--- config.mk ---
export PLATFORM = sky130hd
export DESIGN_NAME = dm_store_buffer
export DESIGN_NICKNAME = d
export VERILOG_FILES = /design/src/rtl/dm_store_buffer.sv
export SDC_FILE = /design/constraint.sdc
export NUM_CORES = 1
export LEC_CHECK = 0
export BUFFER_PORTS_ARGS = -buffer_cell sky130_fd_sc_hd__buf_2
export CAP_MARGIN = 20
export CORE_ASPECT_RATIO = 0.9
export CORE_MARGIN = 5
export CORE_UTILIZATION = 54
export DETAILED_ROUTE_END_ITERATION = 10
export PLACE_DENSITY = 0.75
export REMOVE_ABC_BUFFERS = 1
export SKIP_LAST_GASP = 1
export SYNTH_ARGS = -nofsm -noshare
export SYNTH_HDL_FRONTEND = slang
export SYNTH_SLANG_ARGS = --single-unit
--- constraint.sdc ---
create_clock -name clk -period 6.3 [get_ports clk]
set_input_delay 1.575 -clock clk [delete_from_list [all_inputs] [get_ports clk]]
set_output_delay 1.575 -clock clk [all_outputs]
set_load 0.01 [all_outputs]
--- src/rtl/dm_store_buffer.sv ---
// dm_store_buffer: posted-write store buffer between the CPU data port and the
// data memory. Stores become word address + byte enables, queue in a small FIFO
// and drain to the DM one per cycle whenever no load owns the DM address port.
// Loads read the DM combinationally with buffered bytes forwarded on top.
// Optional feature: define SB_COALESCE_EN to merge a store into the tail-most
// entry when it targets the same word.
module dm_store_buffer #(
  parameter int DEPTH = 4,
  parameter int AW    = 7
) (
  input  logic          clk,
  input  logic          rst,
  input  logic          cpu_we,
  input  logic          cpu_re,
  input  logic [31:0]   cpu_addr,
  input  logic [31:0]   cpu_wdata,
  input  logic [1:0]    cpu_choice,
  output logic          cpu_stall,
  output logic [31:0]   cpu_rdata,
  output logic          dm_we,
  output logic [AW-1:0] dm_addr,
  output logic [31:0]   dm_din,
  output logic [3:0]    dm_be,
  input  logic [31:0]   dm_dout,
  output logic [2:0]    sb_count,
  output logic          sb_empty
);

  localparam int         PW   = (DEPTH > 1) ? $clog2(DEPTH) : 1;
  localparam logic [2:0] FULL = 3'(DEPTH);

  logic          entry_valid [DEPTH];
  logic [AW-1:0] entry_waddr [DEPTH];
  logic [3:0]    entry_be    [DEPTH];
  logic [31:0]   entry_data  [DEPTH];

  logic [PW-1:0] head;
  logic [PW-1:0] tail;
  logic [PW-1:0] last;
  logic [PW-1:0] fwd_idx;
  logic [2:0]    count;

  logic [AW-1:0] new_waddr;
  logic [3:0]    new_be;
  logic [31:0]   new_data;
  logic          drain;
  logic          coalesce_hit;
  logic          push;
  logic          merge;
  logic          unused_addr_bits;

  assign new_waddr        = cpu_addr[AW+1:2];
  assign unused_addr_bits = ^cpu_addr[31:AW+2];
  assign last             = tail - PW'(1);

  // Shift store data onto its byte lanes and build the matching enables
  always_comb begin
    new_be   = 4'b1111;
    new_data = cpu_wdata;
    case (cpu_choice)
      2'b01: begin
        new_be   = cpu_addr[1] ? 4'b1100 : 4'b0011;
        new_data = cpu_addr[1] ? {cpu_wdata[15:0], 16'h0000} : {16'h0000, cpu_wdata[15:0]};
      end
      2'b10: begin
        new_be   = 4'b0001 << cpu_addr[1:0];
        new_data = {24'h000000, cpu_wdata[7:0]} << {cpu_addr[1:0], 3'b000};
      end
      default: ;
    endcase
  end

  // A load owns the DM address port, so draining only happens on non-load cycles
  assign drain = (count != 3'd0) && !cpu_re;

`ifdef SB_COALESCE_EN
  // Merge into the newest entry unless that entry is the head leaving this cycle
  assign coalesce_hit = cpu_we && (count != 3'd0) && entry_valid[last] &&
                        (entry_waddr[last] == new_waddr) &&
                        !(drain && (count == 3'd1));
`else
  assign coalesce_hit = 1'b0;
`endif

  // A full buffer stalls even if the head pops this cycle; acceptance waits one cycle
  assign cpu_stall = cpu_we && (count == FULL) && !coalesce_hit;
  assign push      = cpu_we && !cpu_stall && !coalesce_hit;
  assign merge     = cpu_we && coalesce_hit;

  // Forward buffered bytes over DM data, walking oldest to newest so newest wins
  always_comb begin
    cpu_rdata = dm_dout;
    fwd_idx   = head;
    for (int k = 0; k < DEPTH; k++) begin
      fwd_idx = head + PW'(k);
      if (entry_valid[fwd_idx] && (entry_waddr[fwd_idx] == new_waddr)) begin
        for (int b = 0; b < 4; b++) begin
          if (entry_be[fwd_idx][b]) cpu_rdata[8*b +: 8] = entry_data[fwd_idx][8*b +: 8];
        end
      end
    end
  end

  assign dm_we    = drain;
  assign dm_addr  = cpu_re ? new_waddr : entry_waddr[head];
  assign dm_din   = entry_data[head];
  assign dm_be    = drain ? entry_be[head] : 4'b0000;
  assign sb_count = count;
  assign sb_empty = (count == 3'd0);

  // FIFO storage, pointers and occupancy; reset drops every pending store
  always_ff @(posedge clk or posedge rst) begin
    if (rst) begin
      head  <= '0;
      tail  <= '0;
      count <= 3'd0;
      for (int i = 0; i < DEPTH; i++) begin
        entry_valid[i] <= 1'b0;
        entry_waddr[i] <= '0;
        entry_be[i]    <= 4'b0000;
        entry_data[i]  <= 32'h0;
      end
    end else begin
      if (push) begin
        entry_valid[tail] <= 1'b1;
        entry_waddr[tail] <= new_waddr;
        entry_be[tail]    <= new_be;
        entry_data[tail]  <= new_data;
        tail              <= tail + PW'(1);
      end
      if (merge) begin
        entry_be[last] <= entry_be[last] | new_be;
        for (int b = 0; b < 4; b++) begin
          if (new_be[b]) entry_data[last][8*b +: 8] <= new_data[8*b +: 8];
        end
      end
      if (drain) begin
        entry_valid[head] <= 1'b0;
        head              <= head + PW'(1);
      end
      case ({push, drain})
        2'b10:   count <= count + 3'd1;
        2'b01:   count <= count - 3'd1;
        default: count <= count;
      endcase
    end
  end

endmodule
After elaboration in Yosys (flattened, before gate mapping)
Cells that the tools add are included.
{ "word_totals": {"reg_bits": 183, "latchBits": 0, "ramBits": 0, "romBits": 0, "in_bits": 102, "memories": 0} }
{ "op_classes": {"add_sub_neg": 6, "n_mul": 0, "n_div": 0, "magnitude_cmp": 7, "eq_ne": 9, "shift": 2, "muxes": 90, "bitwise": 8, "n_reduce_logical": 14} }
{ "op_table": {"columns": ["operator", "n"], "rows": [
  ["2-to-1 mux 32 bit", 14],
  ["binary-select mux 32 bit (select 2 bit)", 4],
  ["bitwise mux 128 bit", 1],
  ["2-to-1 mux 8 bit", 16],
  ["2-to-1 mux 7 bit", 10],
  ["demux 32 bit (select 2 bit)", 1],
  ["case mux 32 bit (2 select lines)", 1],
  ["binary-select mux 7 bit (select 2 bit)", 4],
  ["2-to-1 mux 4 bit", 13],
  ["binary-select mux 4 bit (select 2 bit)", 4],
  ["<< shifter 8 x 5 -> 32 bit", 1],
  ["bitwise mux 28 bit", 1],
  ["equality test 7 bit", 4],
  ["bitwise mux 16 bit", 1],
  ["greater-or-equal comparator 3 bit (second input constant)", 5],
  ["NOT 2 -> 3 bit", 5],
  ["demux 7 bit (select 2 bit)", 1],
  ["2-to-1 mux 1 bit", 10],
  ["logical AND 1 bit", 9],
  ["binary-select mux 1 bit (select 2 bit)", 4],
  ["demux 4 bit (select 2 bit)", 1],
  ["case mux 4 bit (2 select lines)", 1],
  ["less-than comparator 3 x 1 -> 1 bit (second input constant)", 2],
  ["case mux 3 bit (2 select lines)", 1],
  ["16 further kinds", 22]
]} }

Longest topological paths before layout
Gate-level depths: netlist (run 1).
{ "logic_depth": {"depth_word": 13, "ltp_mapped": 19} }

Least setup slack after synthesis (run 1)
Ideal clock, no wire load.
{ "synth_path": {"path_kind": "reg-to-output", "from": "reg head[1]", "to": "out cpu_rdata[0]", "arrival_ns": 4.567, "required_time_ns": 4.725, "path_slack_ns": 0.158, "path_stages_with_launch": 18, "path_cell_list": "dfrtp_1 buf_2 buf_4 buf_4 buf_2 buf_2 buf_2 buf_2 inv_1 ha_1 buf_4 buf_2 buf_2 buf_1 mux4_2 nand3_1 o31ai_1 a211o_1"} }
{ "synth_between": {"elab_chain_cells": 13, "elab_cells_between_ends": 71, "cone_classes": "add/sub: 3; eq/ne: 4; mux: 56; bitwise: 4; reduce/logical: 4"} }
{ "synth_lines": {"columns": ["item", "line_no", "rtl"], "rows": [
  ["from (decl)", "37", "logic [PW-1:0] head;"],
  ["from (signal assigned)", "139", "head <= head + PW'(1);"],
  ["branches (longest 12 deep; another with adder 2 x 1 -> 2 bit)", null, null],
  ["2-to-1 mux 32 bit (*)", "96", "if (entry_valid[fwd_idx] && (entry_waddr[fwd_idx] == new_waddr)) begin"],
  ["to (decl)", "19", "output logic [31:0] cpu_rdata,"]
]} }
Mark *: on every way between the ends. The select of a mux whose other input is x is not followed.

Final worst setup path (run 1)
{ "layout_path": {"from": "reg head[0]", "to": "out cpu_rdata[31]"} }
Same word-level chain as after synthesis.

==> run summary, run 1 <==
The startpoint identified for the worst hold timing path is sb_count[2]$_DFFE_PP0P_. The count of endpoints failing hold in the final timing report is 0. The floorplan step defined a die boundary enclosing 28700 um^2. The starting utilization of the core area is between 50% and 60%. The post-CTS setup-driven buffer insertion count is 0.

The routability congestion estimate from global placement is a little under 0.9. For this run, the number of Yosys warnings is 0. The kind of launch point of the worst setup path is a register. The count of clock tree sinks came out at 183. Setup repair after global routing left no endpoint under its margin.

The signal on the critical path passes through buf_12 -> mux4_1 -> xnor2_1 -> nand4_1 -> nor4_2 -> buf_4 -> a22oi_2 -> o21ai_1 -> o211ai_1 -> buf_2. Among all flip-flop cells after synthesis, the most frequent one is dfrtp_1. The final setup violation count came out at 0.

The relative max-transition margin came out at 37.4%. The share of the clock period used by the worst path after layout is between 90% and 100%. The power density over the cells came out at ~570 nW/um^2. On the final layout, the worst hold slack is 528 ps. The area of placed instances came out at 14600 um^2. The aggregate global routing overflow is 0. The overall fraction of global-route tracks in use is 27.3%. The worst hold path terminates at sb_count[2]$_DFFE_PP0P_. For the pin with the worst max-slew slack, the measured transition is 938 ps. The maximum single-stage delay on the critical path came out at 690 ps. The horizontal die dimension is 178 um. Hold repair after CTS inserted 0 buffers. For the final database, setup skew stands at 18.3 ps.

The post-route DRC violation count came out at 0. The post-route cell area is about 15000 um^2. Once detailed placement completed, the half-perimeter wirelength came to 26.0 mm.

The leakage component of the power came out at 6.42 nW. The filler cell count came out at between 2000 and 2500. Counting distinct cell types in the post-synthesis netlist gives 59. The largest area contributor in the netlist is dfrtp_1. The floorplan row count is 55. The largest fanout on the critical path came out at 156. After detailed routing, the number of vias per cell comes to 6.67. The total number of H-tree levels is 4. The clock tree root buffer cell is clkbuf_16. The run finished with clean final reports.

On the critical path, the stage with the largest delay is an instance of mux4_1. Together, buffers and inverters on the worst path number 3. The count of flip-flops with a built-in enable after synthesis is 0. The via total after detailed routing came out at approximately 11000.

The area growth from synthesis to final layout is 11.2%. The number of top-level design ports came out at 183. The area share of the largest cell type after synthesis is 33.4%. The detailed router finished its first iteration with 1148 violations.

The maximum number of pins on one net before global-route repair is approximately 160. TritonCTS built the clock tree. The final number of max-transition violations came to 0. Dividing the detail-routed wire length by the instance count gives 22.8 um. The post-route netlist has 31.0% of its cells at a drive strength greater than 1. Once the clock tree was built, the resizer swapped 0 gates to a different size.

The number of detailed-routing iterations run before antenna repair is 6. The number of violations of the max-capacitance limit came out at 0. The floorplan step set the die height to 161 um.

The fmax is 163 MHz. The setup path with the least slack is of type register to output port. In this run the worst hold path is classified as register to register.

The share of async-settable or async-resettable flops after synthesis came out at 100%. The area inside the core boundary came out at 25100 um^2. The repair_antennas step left the layout with diodes totalling 0. The worst-skew pair later-pin latency is between 400 and 500 ps. The count of state elements after synthesis came out at about 180. The buffer depth of the longest clock path is 2. Across the VDD grid, the largest voltage drop is 0.000373 V. After synthesis, the cell types taking the most area are dfrtp_1 33%, mux4_2 18%, mux2i_1 6.6%, mux2_2 5.7%, o21ai_0 5.6%. The final wirelength came out at between 30 and 40 mm. For this run, the post-layout net count is 1477. The end of the worst register-to-register path is entry_data[11]$_DFFE_PP0P_.

For the finished layout, the period the worst path requires is 6120 ps. The post-synthesis cell count is 1260. The initial antenna violation count was 2. The number of global-route vias before repair is 11200. The startpoint identified for the worst register-to-register timing path is sb_count[0]$_DFFE_PP0P_. The number of buffers inserted by port buffering came out at 159. Data arrives at the worst endpoint at roughly 4500 ps. Once detail routing completed, the nets flagged for antenna violations numbered 0. Summing every instance area after synthesis gives between 10000 and 15000 um^2. The kind of cell with the highest combined delay on the critical path is compound AO/OA/AOI/OAI gates.

The number of CTS-inserted buffers is 17. The clock-pin transition on the worst setup and hold timing paths came out at 80 ps. STA classifies the critical path endpoint as an output port. The sequential-to-total area share from yosys stat is 33.4%. The cell depth of the worst hold path came out at 1. The worst path required time is 4720 ps. The register-to-register path setup slack is 3830 ps. The number of cells on the worst reg-to-reg path is 6.

The average instance in the mapped netlist occupies ~11 um^2. The first-pass GRT wire length came out at between 60 and 70 mm.
-- kinds of logic (layout without fill, tap and decap cells) --
kind of cell	Yosys count	after routing	share of synthesized area [%]
compound gates	284	284	12.8
fa+ha+maj	12	12	1.15
buf+inv	120	234	4.78
flops	183	183	33.4
simple gates	331	331	10.9
xor+xnor	35	35	2.23
mux	295	295	34.8
-- metrics by stage --
| stage | power [mW] | worst slack (ps) | instances | TNS, ps | utilization, % |
|---|---|---|---|---|---|
| floorplan | 6.38 | -8920 | 1158 | -387380 | - |
| global placement | 7.26 | 690 | 1686 | 0 | 58.3 |
| detailed placement | 7.46 | 648 | 1686 | 0 | 58.3 |
| CTS | 8.61 | 245 | 1716 | 0 | 60.7 |
| global route | 9.21 | 40.3 | 1716 | 0 | 60.7 |
| finish | 8.65 | 181 | 1716 | 0 | 60.7 |
-- how the worst max path moves through the flow --
stage	slack, ps	end	from	cells past startpoint
after floorplan	-8920	cpu_rdata[17]	head[0]$_DFFE_PP0P_	9
after global placement	690	cpu_rdata[31]	cpu_addr[6]	9
after detailed placement	650	cpu_rdata[31]	cpu_addr[6]	9
after CTS	240	cpu_rdata[31]	head[0]$_DFFE_PP0P_	9
after global routing	40	cpu_rdata[31]	head[1]$_DFFE_PP0P_	11
final	180	cpu_rdata[31]	head[0]$_DFFE_PP0P_	10
-- where the power goes --
group / internal [mW] / total [mW] / switching (mW)
clock network: 0.655 / 1.14 / 0.487
registers: 1.73 / 2.39 / 0.665
logic: 2.52 / 5.11 / 2.59
-- flip-flops by register name, summed over array words and instances (netlist names) --
name,cells
entry_be,16
entry_data,128
entry_valid,4
entry_waddr,28
head,2
sb_count,3
tail,2
-- final cells by class --
| class | count | area, um^2 | share of cell area [%] |
|---|---|---|---|
| Tap cell | 342 | 428 | 2.81 |
| Timing Repair Buffer | 186 | 1020 | 6.71 |
| Sequential cell | 183 | 4590 | 30.1 |
| Clock buffer | 20 | 467 | 3.06 |
| Clock inverter | 10 | 146 | 0.960 |
| Multi-Input combinational cell | 957 | 8530 | 55.9 |
| Inverter | 18 | 72.6 | 0.476 |
-- cells in the mapped netlist (all sizes together) (21+ instances only) --
master,count
xnor2,28
clkbuf,48
nor2,34
mux2i,91
mux2,72
nor3,55
nand3,31
buf,54
dfrtp,183
a31oi,33
mux4,132
a211o,21
o21ai,155
nand2,182
-- layer usage --
layer	track usage, %	wire length (um)
met5	0	14
met4	8.75	1030
met3	6.23	4040
met2	40.6	17700
met1	40.2	16400
-- layout by cell type (no fill, tap or decap), types with 30 or more instances in the layout --
cell     synthesis  final
a31oi_1         33     33
buf_2           34    159
dfrtp_1        183    181
mux2_2          70     70
mux2i_1         91     91
mux4_2         111    111
nand2_1        181    177
nand3_1         30     30
nor2_1          32     32
nor3_1          53     53
o21ai_0        154    154
(Power assumes the default switching activity.)
==> run 2: changes to the inputs <==
--- a/config.mk
+++ b/config.mk
@@ -5,13 +5,15 @@
 export SDC_FILE = /design/constraint.sdc
 export NUM_CORES = 1
 export LEC_CHECK = 0
-export BUFFER_PORTS_ARGS = -buffer_cell sky130_fd_sc_hd__buf_2
 export CAP_MARGIN = 20
 export CORE_ASPECT_RATIO = 0.9
 export CORE_MARGIN = 5
-export CORE_UTILIZATION = 54
+export CORE_UTILIZATION = 55
+export CTS_BUF_LIST = sky130_fd_sc_hd__clkbuf_4 sky130_fd_sc_hd__clkbuf_8
 export DETAILED_ROUTE_END_ITERATION = 10
-export PLACE_DENSITY = 0.75
+export DONT_BUFFER_PORTS = 1
+export HOLD_SLACK_MARGIN = 0.08
+export PLACE_DENSITY = 0.7
 export REMOVE_ABC_BUFFERS = 1
 export SKIP_LAST_GASP = 1
 export SYNTH_ARGS = -nofsm -noshare
==> run summary, run 2 (synthesis gave the netlist of run 1 again) <==
The share of total power in combinational logic came out at 59.3% (+0.2 points). The maximum number of pins on one net before global-route repair came out at 81 (-48%). The horizontal die dimension is 176 um (-0.86%). The number of resized instances in the post-cts repair step came out at 0 (unchanged). The share of the clock period used by the worst path after layout is 95.3% (-1.8 points).

The via-per-instance ratio is 6.79 (+1.8%). The final wirelength is 37.7 mm (-3.8%). The total number of H-tree levels is 4 (unchanged). The met2 layer usage reported by global route came out at 41.0% (+0.43 points). The post-route DRC violation count is 0 (unchanged). The setup path with the least slack is of type register to output port. The wire length per cell was 24.2 um (+5.8%). The worst vdd rail ir drop is 0.000299 V (-20%). The total power consumption of the routed design came out at 8.07 mW (-6.7%). The relative max-transition margin came out at 29.6% (-7.8 points). The tree is rooted in a clkbuf_8.

Leaving out fill and tap cells, the most frequent cells in the layout are 181 x dfrtp_1, 177 x nand2_1, 154 x o21ai_0, 111 x mux4_2, 91 x mux2i_1. The clock share of power came to 10.5% (-2.7 points). The filler cell count came out at 2059 (+0.34%). The number of antenna-violating nets in the routed design came out at 0 (unchanged). The initial antenna violation count came to 0 (-2). The number of top-level design ports is 183 (unchanged). The overall fraction of global-route tracks in use is 26.8% (-0.59 points). The largest fanout on the critical path came to 26 (-83%). The clock-pin transition on the worst setup and hold timing paths is 110 ps (+30 ps). The half-perimeter wire length after placement is 25.2 mm (-2.8%). The largest registers in the layout are entry_data x128, entry_waddr x28, entry_be x16.

The post-route core utilization came out at 58.6% (-2.2 points). The count of endpoints failing hold in the final timing report came out at 0 (unchanged). The kind of launch point of the worst setup path is a register. The launching element of the worst setup path is head[1]$_DFFE_PP0P_. The placement-stage worst setup slack is 883 ps (+235 ps). Setup repair after global routing left no endpoint under its margin. The arrival time at the worst endpoint came out at 4430 ps (-110 ps). The fraction of power consumed by sequential logic came out at 30.2% (+2.5 points). The global-route track usage on met1 is 38.5% (-1.7 points). The die outline height is 160 um (-0.86%).

The internal power came out at 4.48 mW (-8.7%). The setup slack after layout came to 295 ps (+114 ps). The via total after detailed routing is 10600 (-7.4%).

The register cell area after layout was 4590 um^2 (unchanged). The placed instance count came to 1528 (-9.4%). The fraction of layout instances using a drive strength above 1 is 22.6% (-8.4 points). The final instance count without filler cells came out at 1560 (-9.1%). The run finished with clean final reports. The post-CTS setup-driven buffer insertion count came out at 0 (unchanged). The leakage component of the power came out at 5.70 nW (-11%). The initial DRC count is 1044 (-9.1%). The cell depth of the worst hold path came out at 2 (+1).

The worst reg-to-reg path cell count is 5 (-1). The final number of max-transition violations is 0 (unchanged). The floorplan row count is 54 (-1.8%). The tightest min-delay check is of the register to register type.

The area inside the core boundary came out at 24400 um^2 (-2.9%). The flip-flop count of the largest register after layout is 128 (unchanged). The final setup violation count came out at 0 (unchanged). The count of clock tree sinks is 183 (unchanged).

The worst-margin pin slew is 1060 ps (+117 ps). The area enclosed by the die boundary is 28200 um^2 (-1.7%). The area growth from synthesis to final layout came out at 4.11%. The worst-case clock skew is 19.1 ps (+0.824 ps).

The area of the multi-input gates came out at 8540 um^2 (about the same). TritonCTS built the clock tree. The kind of end point of the critical path is an output port.

The number of global-route vias before repair came out at 10200 (-8.8%). The share of total power consumed by net switching came to 44.5% (+1.2 points). The power dissipated by switching net loads is 3.59 mW (-4.0%). The first-pass GRT wire length was 59.5 mm (-4.6%). The number of CTS-inserted buffers came out at 17 (unchanged). The final setup TNS came out at 0 ps (unchanged). The number of buffers inserted by port buffering came out at 0 (-100%). The layer carrying the most global-route usage is met2.

The number of detailed-routing iterations run before antenna repair is 8 (+2). The number of buffers inserted for hold repair after clock tree synthesis is 0 (unchanged). The buffer depth of the longest clock path is 2 (unchanged). The worst-skew pair later-pin latency came to 490 ps (+40 ps). The count of inserted antenna diode cells is 0 (unchanged). The routing usage on met3 is 7.92% (+1.7 points).

In this run the critical register-to-register path is launched from sb_count[0]$_DFFE_PP0P_. The number of violations of the max-capacitance limit is 0 (unchanged). The top register by number of flip-flops is entry_data. The worst path required time is 4720 ps (about the same). The fmax is 167 MHz (+1.9%).

The aggregate global routing overflow is 0 (unchanged). The most frequent standard cell in the layout excluding fill and tap cells is dfrtp_1. The routability congestion estimate from global placement is 0.850 (-4.1%). The power density over the cells is 565 nW/um^2 (-0.34%). The starting utilization of the core area came to 56.2% (+1.6 points). The post-layout minimum cycle time was 6010 ps (-114 ps). The startpoint identified for the worst hold timing path is entry_data[37]$_DFFE_PP0P_.

The number of nets in the layout came out at 1325 (-10%).
==> run 2: worst max-delay path, stage by stage (launching register included) <==
cell and delay [ps]:
dfrtp_4 700, inv_1 180, ha_4 500, buf_4 440, mux4_1 380, xnor2_1 430
nand3_1 180, o21ai_1 740, o211ai_1 370
==> run 2: layout make-up <==
type / instances / area share [%]
Tap cell: 336 / 2.94
Clock inverter: 9 / 0.797
Timing Repair Buffer: 34 / 1.79
Inverter: 18 / 0.508
Multi-Input combinational cell: 957 / 59.8
Sequential cell: 183 / 32.1
Clock buffer: 23 / 2.08
==> run 2: path summary, 6_finish.rpt <==
path	to	slack, ps
max	cpu_rdata[25]	290
min	entry_data[37]$_DFFE_PP0P_	550
max reg2reg	entry_waddr[24]$_DFFE_PP0P_	3540
min reg2reg	entry_data[37]$_DFFE_PP0P_	550
max in group asynchronous	entry_data[76]$_DFFE_PP0P_	3970
min in group asynchronous	entry_data[1]$_DFFE_PP0P_	1020
==> run 2: stage by stage <==
step	cell area [um^2]	hold WS, ps
after detailed placement	13900	531
after global routing	14300	587
after global placement	13900	516
after CTS	14300	554
final	14300	554
after floorplan	13100	490
==> run 2: power groups by stage <==
stage | combinational, mW | clock, mW | sequential (mW)
after floorplan | 3.89 | 0 | 2.49
after global placement | 4.67 | 0 | 2.39
after detailed placement | 4.77 | 0 | 2.45
after CTS | 4.79 | 0.854 | 2.42
after global routing | 5.19 | 0.907 | 2.54
final | 4.78 | 0.846 | 2.44
==> run 2: layer usage <==
metal,vias to the layer above,wire (um)
met2,449,17600
met5,-,0
met3,39,3630
met4,0,512
li1,4736,-
met1,5375,16000
